## config.mk

```make
export PLATFORM = sky130hd
export DESIGN_NAME = pipeline_hazard_ctrl
export DESIGN_NICKNAME = d
export VERILOG_FILES = /design/src/rtl/pipe_ctrl_pkg.sv /design/src/rtl/sat_counter.sv /design/src/rtl/pipeline_hazard_ctrl.sv
export SDC_FILE = /design/constraint.sdc
export NUM_CORES = 1
export LEC_CHECK = 0
export CORE_ASPECT_RATIO = 1.4
export CORE_MARGIN = 2
export CORE_UTILIZATION = 53
export CTS_CLUSTER_SIZE = 10
export DETAILED_ROUTE_END_ITERATION = 12
export PLACE_DENSITY_LB_ADDON = 0.1
export SLEW_MARGIN = 0
export SYNTH_ARGS = -nofsm -noshare
export SYNTH_HDL_FRONTEND = slang
export SYNTH_SLANG_ARGS = --single-unit
```

## constraint.sdc

```tcl
create_clock -name clk_i -period 3.3 [get_ports clk_i]
set_clock_uncertainty 0.1 [all_clocks]
set_input_delay 0.495 -clock clk_i [delete_from_list [all_inputs] [get_ports clk_i]]
set_output_delay 0.495 -clock clk_i [all_outputs]
set_load 0.01 [all_outputs]
```

## src/rtl/pipe_ctrl_pkg.sv

```systemverilog
// pipe_ctrl_pkg: shared types, register-address constants and load-use compare for the pipeline sequencer
package pipe_ctrl_pkg;
  localparam int REG_ADDR_W = 5;
  localparam logic [REG_ADDR_W-1:0] REG_ZERO = 5'd0;
  typedef enum logic [1:0] {S_BOOT, S_RUN, S_MEM_WAIT, S_ERROR} state_e;
  function automatic logic lu_haz(input logic memread, input logic [REG_ADDR_W-1:0] ex_rt,
                                  input logic [REG_ADDR_W-1:0] id_rs, input logic [REG_ADDR_W-1:0] id_rt,
                                  input logic uses_rt);
    return memread && (ex_rt != REG_ZERO) && ((ex_rt == id_rs) || (uses_rt && (ex_rt == id_rt)));
  endfunction
endpackage

```

## src/rtl/sat_counter.sv

```systemverilog
// sat_counter: W-bit saturating up-counter; inc_i adds one unless all-ones, rst_i (async, high) clears
module sat_counter #(
  parameter int W = 16
) (
  input  logic         clk_i,
  input  logic         rst_i,
  input  logic         inc_i,
  output logic [W-1:0] cnt_o
);
  logic [W-1:0] cnt_q, cnt_d;
  always_comb cnt_d = (inc_i && !(&cnt_q)) ? cnt_q + 1'b1 : cnt_q;
  always_ff @(posedge clk_i or posedge rst_i)
    if (rst_i) cnt_q <= '0;
    else cnt_q <= cnt_d;
  assign cnt_o = cnt_q;
endmodule

```

## src/rtl/pipeline_hazard_ctrl.sv

```systemverilog
// pipeline_hazard_ctrl: 5-stage sequencer; in: hazard/branch/dmem status, out: PC/IFID/IDEX control, freeze, timeout, stall/flush stats
module pipeline_hazard_ctrl
  import pipe_ctrl_pkg::*;
#(
  parameter int BOOT_CYCLES = 2,
  parameter int MEM_TIMEOUT = 64,
  parameter int CNT_W       = 16
) (
  input  logic                  clk_i,
  input  logic                  rst_i,
  input  logic [REG_ADDR_W-1:0] id_rs_i,
  input  logic [REG_ADDR_W-1:0] id_rt_i,
  input  logic                  id_uses_rt_i,
  input  logic                  ex_memread_i,
  input  logic [REG_ADDR_W-1:0] ex_rt_i,
  input  logic                  branch_taken_i,
  input  logic                  dmem_req_i,
  input  logic                  dmem_ack_i,
  output logic                  pc_write_o,
  output logic                  ifid_write_o,
  output logic                  ifid_flush_o,
  output logic                  idex_bubble_o,
  output logic                  pipe_freeze_o,
  output logic                  timeout_o,
  output logic [CNT_W-1:0]      stall_cnt_o,
  output logic [CNT_W-1:0]      flush_cnt_o
);
  localparam int BW = $clog2(BOOT_CYCLES + 1);
  localparam int WW = $clog2(MEM_TIMEOUT + 1);
  state_e        state_q, state_d;
  logic [BW-1:0] boot_q, boot_d;
  logic [WW-1:0] wait_q, wait_d;
  logic          mem_busy, haz, active, flush_inc, stall_inc;
  always_comb begin
    mem_busy      = dmem_req_i & ~dmem_ack_i;
    haz           = lu_haz(ex_memread_i, ex_rt_i, id_rs_i, id_rt_i, id_uses_rt_i);
    active        = (state_q == S_RUN) || (state_q == S_MEM_WAIT);
    state_d       = state_q;
    boot_d        = boot_q;
    wait_d        = wait_q;
    pc_write_o    = 1'b0;
    ifid_write_o  = 1'b0;
    ifid_flush_o  = 1'b0;
    idex_bubble_o = 1'b0;
    pipe_freeze_o = 1'b0;
    flush_inc     = 1'b0;
    case (state_q)
      S_BOOT: begin
        ifid_flush_o  = 1'b1;
        idex_bubble_o = 1'b1;
        boot_d        = boot_q + 1'b1;
        state_d       = (boot_q == BW'(BOOT_CYCLES - 1)) ? S_RUN : S_BOOT;
      end
      S_RUN, S_MEM_WAIT: begin
        if (mem_busy) begin
          // the busy cycle that makes the count hit MEM_TIMEOUT is the last one tolerated
          pipe_freeze_o = 1'b1;
          wait_d        = wait_q + 1'b1;
          state_d       = (wait_d == WW'(MEM_TIMEOUT)) ? S_ERROR : S_MEM_WAIT;
        end else begin
          state_d = S_RUN;
          wait_d  = '0;
          if (haz) idex_bubble_o = 1'b1;
          else if (branch_taken_i) begin
            pc_write_o   = 1'b1;
            ifid_flush_o = 1'b1;
            flush_inc    = 1'b1;
          end else begin
            pc_write_o   = 1'b1;
            ifid_write_o = 1'b1;
          end
        end
      end
      default: pipe_freeze_o = 1'b1;
    endcase
  end
  assign stall_inc = active & ~pc_write_o;
  assign timeout_o = (state_q == S_ERROR);
  always_ff @(posedge clk_i or posedge rst_i)
    if (rst_i) begin
      state_q <= S_BOOT;
      boot_q  <= '0;
      wait_q  <= '0;
    end else begin
      state_q <= state_d;
      boot_q  <= boot_d;
      wait_q  <= wait_d;
    end
  sat_counter #(.W(CNT_W)) u_stall_cnt (.clk_i(clk_i), .rst_i(rst_i), .inc_i(stall_inc), .cnt_o(stall_cnt_o));
  sat_counter #(.W(CNT_W)) u_flush_cnt (.clk_i(clk_i), .rst_i(rst_i), .inc_i(flush_inc), .cnt_o(flush_cnt_o));
endmodule

```

==> flow_summary.toml, run 1 <==
[clocking]
path_clk_slew_ns = 0.08
clk_latency_ns = 0.29
cts_root_buffer = "clkbuf_8"
post-cts-setup-buffers = 0
numCtsBuffers = 5
cts.sinks = 43
htree_levels = 2
cts_tree = "done"
clk_path_buf_depth = 2

[power]
powerDensity_mw_per_mm2 = 348
p_int_uw = 892
ir_worst_vdd_uv = 289
swShare_pct = 20.9
design_power_total_mw = 1.13
seqPwrFrac_pct = 48.4
p_switching_uw = 236
leakagePower_nw = 1.51
p_comb_share_pct = 8.7
clkPwrFrac_pct = 42.9

[synthesis]
synth_top_family_by_area = "simple AND/OR/NAND/NOR gates"
async_flop_share_pct = 100
ys_seq_area_share_pct = 45.2
synthCells = 240
yosysTopAreaCell = "dfrtp_1"
ys_top_cells_by_area = "dfrtp_1 45%, xor2_1 8.1%, xnor2_1 6.6%"
synthXorXnorAreaFrac_pct = 14.7
syn_nets = 269
ys_types = 48
synthAdderAreaFrac_pct = 3.68
yosys.area_share.simple_pct = 23.8
synth_edf_count = 0
yosysWarnings = 0
netlist_area_mm2 = 0.00238
ys.flop_type = "dfrtp_1"
synth-compound-area-share_pct = 7.94
synth_seq_cells = 43
synth_mux_area_share_pct = 1.37
netlist.area_leader.share_pct = 45.2
syn_area_per_cell_um2 = 9.91

[job]
cap_violations = 0

[die]
die_h_um = 83.3
dieArea_mm2 = 0.00505
coreArea_mm2 = 0.00427
rows = 28
ioPinCount = 60
die_w_um = 60.6
initial_core_util_pct = 55.6

[setup_path]
cp.required_ns = 2.70
crit_type = "in2out"
cp.arrival_ns = 2.47
worst_setup_path_end_kind = "output pin"
crit_fanout = 2
start_kind = "input port"

[timing]
period_share_pct = 92.9
setup_viol = 0
hold_violations = 0
relSlewSlack_pct = 40.8
rsz0062_at_grt = "no"
tightest_slew_ns = 0.877
fin_crit_ns = 3.07
finalMaxSlewViolations = 0
fmax_ghz = 0.326

[routing]
vias = 2054
totalWireLength_um = 5140
via_per_inst = 5.52
wl_per_cell_um = 13.8
first_iter_violations = 128
ant_nets = 0
dr.pass1.iters = 4
drc_errors = 0

[global_route]
antenna_found_initial = 0
grt_use_total_pct = 22.7
grt_overflow = 0
use_met1_pct = 27.1
grt_max_degree = 44
grt_pass1_wl_um = 8980
grt_util_met3_pct = 4.52
grt_pass1_vias = 2076
globalRoute.busiestLayer = "met2"
gr-usage-met2_pct = 39.8

[worst_hold_path]
hold_class = "reg2reg"

[placement]
dp_hpwl_um = 3870
portBuffers = 59
gp_congestion = 0.819

[finish]
area_growth_syn_to_layout_pct = 36.1
n_antenna_cell = 0
layout.nets = 340
n_fill_cell = 329
post-route-util_pct = 75.7
layout-drive-gt1-share_pct = 9.29

[status]
status = "complete, no violations"
[metal layers]
metal,part of all wire [%],vias up
met5,0,-
met4,0.74,0
met3,4.3,4
met2,54,57
met1,41,994
li1,-,999
[cells in the final DEF (no fill, tap or decap), types with 3 or more instances in the layout]
cell type | Yosys | final
a21oi_1 | 5 | 5
a31oi_1 | 3 | 3
and3_1 | 14 | 14
buf_4 | 0 | 12
clkbuf_8 | 0 | 5
clkdlybuf4s50_1 | 0 | 55
dfrtp_1 | 43 | 43
dlymetal6s2s_1 | 0 | 3
ha_1 | 7 | 7
inv_1 | 10 | 10
nand2_1 | 14 | 14
nand3_1 | 13 | 13
nand4_1 | 16 | 16
nor2_1 | 17 | 17
nor3_1 | 9 | 9
o21ai_0 | 6 | 6
or4_1 | 3 | 3
xnor2_1 | 18 | 18
xor2_1 | 22 | 22
[power groups by stage]
| stage | clock network, mW | logic, mW | registers (mW) |
|---|---|---|---|
| floorplan | 0 | 0.0355 | 0.558 |
| global placement | 0 | 0.0974 | 0.556 |
| detailed placement | 0 | 0.0996 | 0.556 |
| CTS | 0.492 | 0.0998 | 0.546 |
| global route | 0.525 | 0.107 | 0.548 |
| finish | 0.484 | 0.0978 | 0.546 |
[sequential cells by signal, summed over array words and instances, names as in the netlist]
name,cells
state_q,2
wait_q,7
u_stall_cnt.cnt_o,16
boot_q,2
u_flush_cnt.cnt_o,16
[path summary, 6_finish.rpt]
path	from	endpoint	slack, ns	cells past startpoint
max in group asynchronous	rst_i	wait_q[1]	2.21	3
setup reg to reg	u_flush_cnt.cnt_o[0]	u_flush_cnt.cnt_o[1]	1.10	6
min in group asynchronous	rst_i	u_flush_cnt.cnt_o[6]	0.53	3
setup / recovery	ex_rt_i[4]	idex_bubble_o	0.23	7
hold reg to reg	boot_q[0]	boot_q[0]	0.38	1
hold / removal	boot_q[0]	boot_q[0]	0.38	1
[area by class of cell]
cell class | count | area, µm² | area share, %
Multi-Input combinational cell | 179 | 1220 | 37.8
Timing Repair Buffer | 71 | 687 | 21.2
Tap cell | 60 | 75.1 | 2.32
Inverter | 11 | 41.3 | 1.28
Clock inverter | 2 | 60.1 | 1.86
Clock buffer | 6 | 72.6 | 2.24
Sequential cell | 43 | 1080 | 33.2
[critical path: stages]
cell and delay, ns:
clkdlybuf4s50_1 0.45, xor2_1 0.19, nor4_2 0.27, a32oi_1 0.15, or3_2 0.50, a21oi_1 0.14
dlygate4sd2_1 0.28
[cell families (layout without fill, tap and decap cells)]
logic type	after synthesis	after routing
XOR/XNOR	40	40
AO/OA/AOI/OAI	28	28
AND/OR/NAND/NOR	101	101
multiplexers	3	3
adder cells (fa/ha/maj)	7	7
flip-flops	43	43
buffers and inverters	18	90
[repair_timing]
item | 4_1_cts | 5_1_grt
endpoints found under the setup margin | 1 | 3
pin swaps | 0 | 1
resized for setup | 1 | 3
hold buffers | 0 | 0
[synth_stat cells, drive strengths merged (2+ instances only)]
cell,n
dfrtp,43
xor2,22
xnor2,18
nand4,17
nor2,17
and3,16
nand2,14
nand3,14
inv,11
nor3,9
o21ai,8
ha,7
a21oi,5
buf,4
a31oi,3
clkbuf,3
or4,3
a22o,2
and2,2
mux2,2
nor4,2
o22ai,2
or3,2
[stage by stage]
| step | instance area [µm²] | hold WS (ns) | TNS [ns] | worst slack, ns | std cells |
|---|---|---|---|---|---|
| detailed placement | 3100 | 0.365 | -0.0717 | -0.0717 | 364 |
| finish | 3240 | 0.379 | 0 | 0.235 | 372 |
| global placement | 3100 | 0.364 | -0.0185 | -0.0185 | 364 |
| CTS | 3230 | 0.381 | 0 | 0.0491 | 372 |
| global route | 3240 | 0.392 | 0 | 0.116 | 372 |
| floorplan | 2380 | 0.345 | 0 | 0.825 | 240 |
(Power assumes the default switching activity.)
==> run 2: changes to the inputs <==
--- a/config.mk
+++ b/config.mk
@@ -5,7 +5,7 @@
 export SDC_FILE = /design/constraint.sdc
 export NUM_CORES = 1
 export LEC_CHECK = 0
-export CORE_ASPECT_RATIO = 1.4
+export CORE_ASPECT_RATIO = 0.6
 export CORE_MARGIN = 2
 export CORE_UTILIZATION = 53
 export CTS_CLUSTER_SIZE = 10
==> run 2 against run 1 <==
  * Register-to-register slack lost 0.02 ns
  * Clock-buffer cell count is the same
  * Fmax shrank 1.3%
  * Routed wire length grew 7.0%
  * Combinational power is essentially flat
  * Global-route usage grew 0.54 points
  * Hold slack gained 0.0058 ns
  * Critical path depth is the same
  * Setup slack lost 0.040 ns
  * Utilization grew 0.53 points
  * First-iteration DRC count grew 31%
  * Final area shrank 0.77%
  * Critical endpoint is now pc_write_o
  * Highest routed layer unchanged
==> flow_summary.toml, run 2 (synthesized netlist as in run 1, its figures left out) <==
[clocking]
cts_root_buffer = "clkbuf_8"
post-cts-setup-buffers = 0
path_clk_slew_ns = 0.08
cts.sinks = 43
clk_latency_ns = 0.30
cts_tree = "done"
clk_path_buf_depth = 2
numCtsBuffers = 5
htree_levels = 2

[power]
leakagePower_nw = 1.48
design_power_total_mw = 1.05
powerDensity_mw_per_mm2 = 326
ir_worst_vdd_uv = 182

[setup_path]
worstRegToRegCells = 6
max_stage_delay_ns = 0.53
ff2ff_setup_slack_ns = 1.08
crit_type = "in2out"
crit_start = "ex_rt_i[3]"
reg2reg_to = "u_flush_cnt.cnt_o[1]"
critical_path.cell_chain = "clkdlybuf4s50_1, buf_4, or4_1, o21ai_2, o21bai_4, inv_2, clkdlybuf4s50_1"
cp.required_ns = 2.70
start_kind = "input port"
rr_startpoint = "u_flush_cnt.cnt_o[0]"
crit_path_top_delay_cell = "clkdlybuf4s50_1"
worst-path-buf-inv = 4
crit_fanout = 3
worst_setup_path_end_kind = "output pin"
crit_top_cell = "clkdlybuf4s50_1"
crit_family = "buffers and inverters"
cp.arrival_ns = 2.51

[global_route]
grt_pass1_wl_um = 9450
antenna_found_initial = 0
grt_use_total_pct = 23.2
grt_overflow = 0
grt_pass1_vias = 1997
grt_max_degree = 44

[die]
dieArea_mm2 = 0.00506
die_h_um = 55.9
initial_core_util_pct = 56.5
rows = 18
die_w_um = 90.5
coreArea_mm2 = 0.00421
ioPinCount = 60

[finish]
final_cell_mix = "56 x clkdlybuf4s50_1, 43 x dfrtp_1, 22 x xor2_1, 18 x xnor2_1, 17 x nor2_1"
n_antenna_cell = 0
layout.nets = 340
layout-drive-gt1-share_pct = 9.00
instances_no_fill = 371
area_growth_syn_to_layout_pct = 35.0
layout_commonest_cell = "clkdlybuf4s50_1"

[timing]
finalMaxSlewViolations = 0
tightest_slew_ns = 1.02
fmax_ghz = 0.322
hold_violations = 0
fin_crit_ns = 3.11
rsz0062_at_grt = "no"
setup_viol = 0
relSlewSlack_pct = 31.4
period_share_pct = 94.1

[routing]
totalWireLength_um = 5500
vias = 2081
dr.pass1.iters = 4
ant_nets = 0
via_per_inst = 5.61
drc_errors = 0
wl_per_cell_um = 14.8
first_iter_violations = 168

[worst_hold_path]
min_to = "boot_q[0]"
hp-start = "boot_q[0]"
hold_class = "reg2reg"
hold_depth = 1

[status]
status = "complete, no violations"

[placement]
dp_hpwl_um = 4000
placed_cells = 364
portBuffers = 59
gp_congestion = 0.822

[job]
cap_violations = 0
==> run 2: through the flow <==
| stage | area (µm²) | setup slack [ns] | hold WS (ns) | TNS, ns | utilization, % |
|---|---|---|---|---|---|
| floorplan | 2380 | 0.825 | 0.345 | 0 | - |
| global placement | 3100 | -0.0108 | 0.362 | -0.0108 | 73.6 |
| detailed placement | 3100 | -0.0574 | 0.378 | -0.0574 | 73.6 |
| CTS | 3200 | 0.0152 | 0.389 | 0 | 76.0 |
| global route | 3210 | 0.0852 | 0.407 | 0 | 76.3 |
| finish | 3210 | 0.194 | 0.385 | 0 | 76.3 |
==> run 2: area by class of cell <==
class                           instances  area (µm²)
Multi-Input combinational cell        179        1230
Sequential cell                        43        1080
Fill cell                             324        1000
Timing Repair Buffer                   71         684
Tap cell                               60        75.1
Clock buffer                            6        72.6
Inverter                               11        41.3
Clock inverter                          1        30.0
==> run 2: power breakdown <==
| group | total (mW) | leakage, nW | internal (mW) | switching, mW |
|---|---|---|---|---|
| registers | 0.546 | 0.566 | 0.535 | 0.0118 |
| logic | 0.100 | 0.867 | 0.0546 | 0.0454 |
| clock network | 0.402 | 0.0513 | 0.222 | 0.180 |
| total | 1.05 | 1.48 | 0.811 | 0.237 |
==> run 2: repair_timing <==
item                       in CTS  in global routing
hold buffers                    0                  0
cloned                          0                  0
setup endpoints to repair       1                  2
resized for setup               1                  3
==> run 2: per-layer routing <==
| layer | up-vias | global-route usage (%) | routed length [µm] |
|---|---|---|---|
| met3 | 10 | 5.15 | 217 |
| li1 | 996 | - | - |
| met4 | 0 | 6.81 | 59 |
| met5 | - | 0 | 0 |
| met1 | 1027 | 35.3 | 2830 |
| met2 | 48 | 32.8 | 2390 |
==> run 2: worst max-delay path by stage <==
stage	slack (ns)	to	cells after the start
after global placement	-0.01	idex_bubble_o	7
after floorplan	0.82	ifid_flush_o	7
final	0.19	pc_write_o	7
after CTS	0.02	ifid_write_o	8
after detailed placement	-0.06	idex_bubble_o	7
after global routing	0.09	idex_bubble_o	7
